## config.mk

```make
export PLATFORM = sky130hd
export DESIGN_NAME = plane_surf_accum
export DESIGN_NICKNAME = d
export VERILOG_FILES = /design/src/rtl/plane_calc_pkg.sv /design/src/rtl/sat_accum.sv /design/src/rtl/plane_surf_accum.sv
export SDC_FILE = /design/constraint.sdc
export NUM_CORES = 1
export LEC_CHECK = 0
export BUFFER_PORTS_ARGS = -buffer_cell sky130_fd_sc_hd__buf_2
export CAP_MARGIN = 20
export CORE_AREA = 4 4 138 140
export DETAILED_ROUTE_END_ITERATION = 7
export DIE_AREA = 0 0 142 144
export GPL_TIMING_DRIVEN = 0
export PLACE_DENSITY_LB_ADDON = 0.1
export RECOVER_POWER = 100
export SYNTH_ARGS = -nofsm -noshare
export SYNTH_HDL_FRONTEND = slang
export SYNTH_HIERARCHICAL = 1
export SYNTH_SLANG_ARGS = --single-unit
```

## constraint.sdc

```tcl
create_clock -name clk -period 2.6 [get_ports clk]
set_clock_uncertainty 0.1 [all_clocks]
set_input_delay 0.65 -clock clk [delete_from_list [all_inputs] [get_ports clk]]
set_output_delay 0.65 -clock clk [all_outputs]
set_load 0.05 [all_outputs]
```

## src/rtl/plane_calc_pkg.sv

```systemverilog
// Shared widths and types for the scan-plane area stages.
package plane_calc_pkg;
    localparam int N_TRIAG_DEF = 8;
    localparam int SURF_W_DEF  = 32;
    localparam int AREA_W_DEF  = 40;
    localparam int CNT_W       = $clog2(N_TRIAG_DEF);

    typedef logic [SURF_W_DEF-1:0] surf_t;
    typedef logic [AREA_W_DEF-1:0] area_t;
endpackage

```

## src/rtl/sat_accum.sv

```systemverilog
// Saturating unsigned adder: sum clamps to all-ones when the add carries out.
// Latency: combinational.
// Backpressure: none.
module sat_accum #(
    parameter int AREA_W = 40
) (
    input  logic [AREA_W-1:0] acc,
    input  logic [AREA_W-1:0] addend,
    output logic [AREA_W-1:0] sum,
    output logic              carry
);
    logic [AREA_W:0] full;

    assign full  = {1'b0, acc} + {1'b0, addend};
    assign carry = full[AREA_W];
    assign sum   = carry ? {AREA_W{1'b1}} : full[AREA_W-1:0];
endmodule

```

## src/rtl/plane_surf_accum.sv

```systemverilog
// Sums N_TRIAG triangle surfaces per frame into plane area, tracks peak and overflow.
// Latency: area_valid strobes the cycle after the last triangle of a frame.
// Backpressure: none; a surface is accepted on every surf_valid cycle.
module plane_surf_accum
    import plane_calc_pkg::*;
#(
    parameter int N_TRIAG = N_TRIAG_DEF,
    parameter int SURF_W  = SURF_W_DEF,
    parameter int AREA_W  = AREA_W_DEF
) (
    input  logic                       clk,
    input  logic                       rst_n,
    input  logic                       clr,
    input  logic                       surf_valid,
    input  logic [SURF_W-1:0]          surf,
    output logic                       busy,
    output logic [$clog2(N_TRIAG)-1:0] tri_cnt,
    output logic                       area_valid,
    output logic [AREA_W-1:0]          area,
    output logic [SURF_W-1:0]          peak,
    output logic                       area_ovf
);
    localparam int CW = $clog2(N_TRIAG);
    localparam logic [CW-1:0] LAST = CW'(N_TRIAG - 1);

    logic [AREA_W-1:0] acc;
    logic [SURF_W-1:0] pk;
    logic              ovf;

    logic [AREA_W-1:0] sum;
    logic              carry;
    logic [SURF_W-1:0] pk_nxt;
    logic              last;

    sat_accum #(.AREA_W(AREA_W)) u_sat (
        .acc    (acc),
        .addend (AREA_W'(surf)),
        .sum    (sum),
        .carry  (carry)
    );

    assign pk_nxt = (surf > pk) ? surf : pk;
    assign last   = (tri_cnt == LAST);
    assign busy   = (tri_cnt != '0);

    // The closing triangle goes straight to the result registers so the
    // accumulator is free for a new frame on the very next cycle.
    always_ff @(posedge clk or negedge rst_n) begin
        if (!rst_n) begin
            acc        <= '0;
            pk         <= '0;
            ovf        <= 1'b0;
            tri_cnt    <= '0;
            area       <= '0;
            peak       <= '0;
            area_ovf   <= 1'b0;
            area_valid <= 1'b0;
        end else begin
            area_valid <= 1'b0;
            if (clr) begin
                acc     <= '0;
                pk      <= '0;
                ovf     <= 1'b0;
                tri_cnt <= '0;
            end else if (surf_valid) begin
                if (last) begin
                    area       <= sum;
                    peak       <= pk_nxt;
                    area_ovf   <= ovf | carry;
                    area_valid <= 1'b1;
                    acc        <= '0;
                    pk         <= '0;
                    ovf        <= 1'b0;
                    tri_cnt    <= '0;
                end else begin
                    acc     <= sum;
                    pk      <= pk_nxt;
                    ovf     <= ovf | carry;
                    tri_cnt <= tri_cnt + 1'b1;
                end
            end
        end
    end
endmodule
```

; Word level (Yosys, flattened, before mapping)
; Index checks and enable logic that the tools add are counted.
[classes]
n_addsub = 2
mul = 0
div_mod_pow = 0
order_cmp = 1
n_eq_ne = 1
shift = 0
muxes = 17
bitwise = 2
reduce_logical = 3
[op_table]
columns = cell, count
row1 = 2-to-1 mux 40 bit, 4
row2 = 2-to-1 mux 32 bit, 4
row3 = adder 40 x 32 -> 41 bit, 1
row4 = > comparator 32 bit, 1
row5 = 2-to-1 mux 3 bit, 3
row6 = 2-to-1 mux 1 bit, 6
row7 = adder 3 x 1 -> 3 bit (second input constant), 1
row8 = equality test 3 bit (second input constant), 1
row9 = AND reduction 3 bit, 1
row10 = nonzero test 3 bit, 1
row11 = nonzero test 2 bit, 1
row12 = inverter 1 bit, 1
row13 = bitwise OR 1 bit, 1
[totals]
ff_bits = 150
latchBits = 0
mem_bits_rw = 0
rom_bits = 0
output_inout_bits = 78
mem_count = 0

; Logic depth before layout (Yosys ltp)
[logic_depth]
depth_word = 5
depth_mapped = 13

; Cells and area by module
; Netlist, hierarchy kept.
[by_module_without_submodules]
columns = mod, n_inst, cells_each, area_per_inst_um2, seq_area_each_um2
row1 = plane_surf_accum, 1, 656, 6790.3, 3753.6
row2 = sat_accum, 1, 389, 2641.3, 0.0

; Least setup slack after synthesis
; OpenSTA, ideal clock, no wires.
[synth_path]
path_type = input-to-reg
startpoint = in surf[0]
endpoint = reg acc[34]
t_arrival_ns = 2.898
required_ns = 2.379
setup_slack_ns = -0.519
cell_stages = 12
path_buffers = 2
path_cell_list = ha_1 > fa_1 > a211oi_1 > o211a_1 > o21a_1 > o211ai_2 > a21oi_2 > o21a_1 > buf_4 > buf_6 > nand2_1 > a22o_1
[synth_via]
elab_chain_cells = 5
[synth_rtl]
columns = item, line_no
row1 = "start, declared", plane_surf_accum.sv:15  ; input logic [SURF_W-1:0] surf,
row2 = adder 40 x 32 -> 41 bit, sat_accum.sv:14  ; assign full = {1'b0, acc} + {1'b0, addend};
row3 = 2-to-1 mux 40 bit, sat_accum.sv:16  ; assign sum = carry ? {AREA_W{1'b1}} : full[AREA_W-1:0];
row4 = named net sum[34], plane_surf_accum.sv:30  ; logic [AREA_W-1:0] sum;
row5 = 2-to-1 mux 40 bit, plane_surf_accum.sv:66  ; if (last) begin
row6 = 2-to-1 mux 40 bit, plane_surf_accum.sv:65  ; end else if (surf_valid) begin
row7 = 2-to-1 mux 40 bit, plane_surf_accum.sv:60  ; if (clr) begin
row8 = "end signal, assigned", plane_surf_accum.sv:76  ; acc <= sum;
row9 = "end, declared", plane_surf_accum.sv:26  ; logic [AREA_W-1:0] acc;
; The timed path passes the listed nets, and every way through them passes these cells. The select of a mux whose other input is x is not followed.
; A chain may end at the register's enable or synchronous reset.

; Worst setup path in the final report
[layout_path]
startpoint = reg acc[0]
endpoint = reg acc[37]
[layout_via]
elab_chain_cells = 5
[layout_rtl]
columns = item, line_no
row1 = adder 40 x 32 -> 41 bit, sat_accum.sv:14
row2 = 2-to-1 mux 40 bit, sat_accum.sv:16
row3 = named net sum[37], plane_surf_accum.sv:30
row4 = 2-to-1 mux 40 bit, plane_surf_accum.sv:66
row5 = 2-to-1 mux 40 bit, plane_surf_accum.sv:65
row6 = 2-to-1 mux 40 bit, plane_surf_accum.sv:60
; The timed path passes the listed nets, and every way through them passes these cells. The select of a mux whose other input is x is not followed.

==> qor.txt <==
chip width -> 142 um
Final WS setup -> -0.4396 ns
hold crit path type -> in2reg
startpoint of the worst hold path -> clr
routability-driven placement congestion ratio -> 0.9465
post-synthesis instance total -> 1045
met1 capacity usage during global routing -> 0.3930
Worst Hold Endpoint -> tri_cnt[2]
arrival time at the worst endpoint -> 3.26 ns
fraction of the cycle the final worst path needs -> 1.169
DRC viols -> 0
warning count from the yosys run -> 6
main flop type after synthesis -> sky130_fd_sc_hd__dfrtp_1
iteration count of the initial detailed-routing pass -> 5
status -> finished with violations
setup repair after global routing missed its margin -> yes
buffers from clock root to sink, at most -> 2
actual slew at the worst max-slew pin -> 1.741 ns
Final Hold Fails -> 0
number of flops mapped to enable cells by yosys -> 0
proportion of synthesized flip-flops having asynchronous set or reset -> 1.000
mapped cell area -> 0.009432 mm^2
launching element type of the critical path -> flop
worst-skew pair later-pin latency -> 0.43 ns
most utilized layer in the global route result -> met2
Max Clk Rate -> 329.0 MHz
Iteration-0 DRC Markers -> 592
final net count -> 1330
clock period minus final worst setup slack -> 3.040 ns
Register-to-Register Setup Slack -> -0.44 ns
power density of the placed cells -> 705.3 mW/mm^2
DP Cell Count -> 1394
Cells on Worst Hold Path -> 2
buffer cell driving the clock tree root -> sky130_fd_sc_hd__clkbuf_16
register area share after synthesis -> 0.3980
met2 Track Usage GR -> 0.4055
Post-Syn Area per Cell -> 9.025 um^2
final max-slew violation count -> 71
flops & latches, synth -> 150
Layout area overhead -> 23.26%
startpoint-to-endpoint class of the critical path -> reg2reg
# H-tree levels -> 4
Setup Viol. Count Final -> 145
Die H -> 144 um
gate family responsible for the most delay along the worst path -> compound AO/OA/AOI/OAI gates
wire length of the first global-routing pass -> 43.33 mm
Initial Util -> 0.5286
final std cells w/o fill -> 1459
maximum fanout count along the critical path -> 7
slowest cell on the critical path -> sky130_fd_sc_hd__dfrtp_1
number of buffers inserted during clock tree synthesis -> 17
Final Hold Slack -> 0.3629 ns
violations in the final reports -> capacitance limit, slew limit, setup timing
Top Ports -> 114
maximum number of pins on one net before global-route repair -> 82
accumulated negative setup slack -> -43.92 ns
CTS Hold Bufs -> 0
number of core rows -> 49
buffers plus inverters on the worst setup path -> 3
Worst R2R Path Depth -> 13
Port-buffer cells -> 112
launching point of the worst reg2reg path -> acc[0]
Leakage -> 5.503 nW
terminus of the critical flop-to-flop path -> acc[37]
global-route usage over all layers -> 0.2663
TritonCTS clock tree -> yes
share of post-route cells with drive strength above 1 -> 0.1919
worst vdd rail ir drop -> 0.5375 mV
Post-DP HPWL -> 19.49 mm
ordered list of cells on the worst path -> ha_4 > fa_2 > a211oi_2 > o211a_1 > o21a_1 > o211ai_2 > a21oi_2 > o21a_2 > buf_12 > buf_12 > buf_12 > o21ai_4 > a22o_1
total vias in the final route -> 8617
final WL -> 27.56 mm
number of clock sinks seen by CTS -> 150
vias in the first global route -> 8132
total gr overflow -> 0
Critical Path End Type -> flop
DRT antenna net count -> 0
area of the core -> 0.01784 mm^2
max-slew headroom at the worst pin -> -0.1604
number of antenna violations at the first check in global routing -> 0
worst stage delay on the critical path -> 0.41 ns
library cells used by synthesis -> 76
DR vias/cell -> 5.906
Worst-path clk slew -> 0.07 ns
overall die area -> 0.02045 mm^2
met3 Track Usage GR -> 0.04795
layout filler cell count -> 1562
data required time of the critical path -> 2.82 ns
Ant. Diodes -> 0
post-detailed-route wirelength per cell -> 18.89 um
count of maximum capacitance violations -> 1
most used cell along the critical path -> sky130_fd_sc_hd__buf_12
==> placed cells by master, fill, tap and decap left out, types with 16 or more instances in the layout <==
| cell | Yosys | layout |
|---|---|---|
| sky130_fd_sc_hd__buf_2 | 11 | 43 |
| sky130_fd_sc_hd__dfrtp_1 | 150 | 150 |
| sky130_fd_sc_hd__a22o_1 | 72 | 72 |
| sky130_fd_sc_hd__xnor2_1 | 16 | 16 |
| sky130_fd_sc_hd__o21ai_0 | 62 | 51 |
| sky130_fd_sc_hd__nand2_4 | 0 | 18 |
| sky130_fd_sc_hd__clkbuf_16 | 0 | 17 |
| sky130_fd_sc_hd__a31oi_1 | 38 | 37 |
| sky130_fd_sc_hd__buf_4 | 4 | 28 |
| sky130_fd_sc_hd__clkbuf_1 | 29 | 105 |
| sky130_fd_sc_hd__nand2_2 | 1 | 26 |
| sky130_fd_sc_hd__a21oi_1 | 93 | 86 |
| sky130_fd_sc_hd__nand4_1 | 16 | 16 |
| sky130_fd_sc_hd__inv_1 | 46 | 45 |
| sky130_fd_sc_hd__ha_1 | 75 | 69 |
| sky130_fd_sc_hd__nand2_1 | 191 | 148 |
| sky130_fd_sc_hd__nor2_1 | 57 | 57 |
==> cell families after synthesis <==
kind of cell | share of synthesized area
XOR/XNOR | 0.02600
other | 0.0003976
AO/OA/AOI/OAI | 0.2582
multiplexers | 0.006501
adder cells (fa/ha/maj) | 0.1016
buffers and inverters | 0.05293
AND/OR/NAND/NOR | 0.1564
flip-flops | 0.3980
==> per-stage QoR <==
stage	instance area, um^2	total power (W)	util	setup WS (ns)
2_1_floorplan	9504	0.004481	-	-0.3566
3_3_place_gp	10350	0.005099	0.5802	-1.512
3_5_place_dp	10390	0.005120	0.5821	-1.217
4_1_cts	11400	0.007973	0.6392	-0.4079
5_1_grt	11620	0.008620	0.6516	-0.4709
6_report	11620	0.008199	0.6516	-0.4396
==> Yosys cell counts, drive strengths merged (4+ instances only) <==
master | count | area, um^2
o211ai | 10 | 80.07
a22o | 73 | 640.6
nor2 | 57 | 214.0
clkbuf | 32 | 132.6
a31oi | 39 | 259.0
xor2 | 12 | 105.1
ha | 75 | 938.4
o21bai | 5 | 37.54
o31ai | 4 | 57.55
mux2i | 5 | 50.05
nand3 | 6 | 30.03
dfrtp | 150 | 3754
and3 | 8 | 51.30
nor3 | 13 | 75.07
a211oi | 10 | 80.07
and4 | 4 | 37.54
inv | 46 | 172.7
o21ai | 71 | 355.3
xnor2 | 16 | 140.1
buf | 26 | 193.9
a21o | 11 | 82.58
o21a | 12 | 90.09
a21oi | 96 | 499.2
nand2 | 192 | 723.2
o2111ai | 4 | 35.03
nand2b | 5 | 33.78
nand4 | 20 | 150.1
==> final cells by class <==
cell class / instances / area, um^2 / share of cell area
multi-input combinational: 798 / 5654 / 0.4864
tap: 229 / 286.5 / 0.02465
buffer: 56 / 350.3 / 0.03014
sequential: 150 / 3754 / 0.3229
clock buffer: 21 / 460.4 / 0.03961
timing repair buffer: 149 / 840.8 / 0.07233
inverter: 46 / 180.2 / 0.01550
clock inverter: 10 / 98.84 / 0.008503
==> worst max path at each step <==
stage          depth (start not counted)        to  slack (ns)    start
3_3_place_gp                           1   area[2]       -1.51    rst_n
5_1_grt                               14  area[39]       -0.47   acc[0]
2_1_floorplan                         12   acc[34]       -0.36  surf[0]
6_report                              13   acc[37]       -0.44   acc[0]
4_1_cts                               13   acc[35]       -0.41   acc[0]
3_5_place_dp                          14  area_ovf       -1.22  surf[0]
==> where the power goes <==
part	switching [W]	total (W)	internal (W)
sequential	0.000125	0.00262	0.00250
clock	0.00105	0.00241	0.00137
combinational	0.00186	0.00316	0.00130
==> flip-flops by register name (all words and copies together) (netlist names) <==
name        flops
peak           32
acc            40
area_ovf        1
area           40
tri_cnt         3
ovf             1
area_valid      1
pk             32
==> layer usage <==
layer  wire length, um  up-vias
met5                 0        -
met4               412        0
met3              1635       34
met2             12410      300
met1             13100     4166
li1                  -     4117
==> what timing repair did <==
action	CTS	global route
gates cloned	2	1
setup buffers	21	18
pin swaps	19	28
endpoints found under the setup margin	124	142
gates resized for setup	61	69
Note: power is estimated with default switching activity, not from simulation.
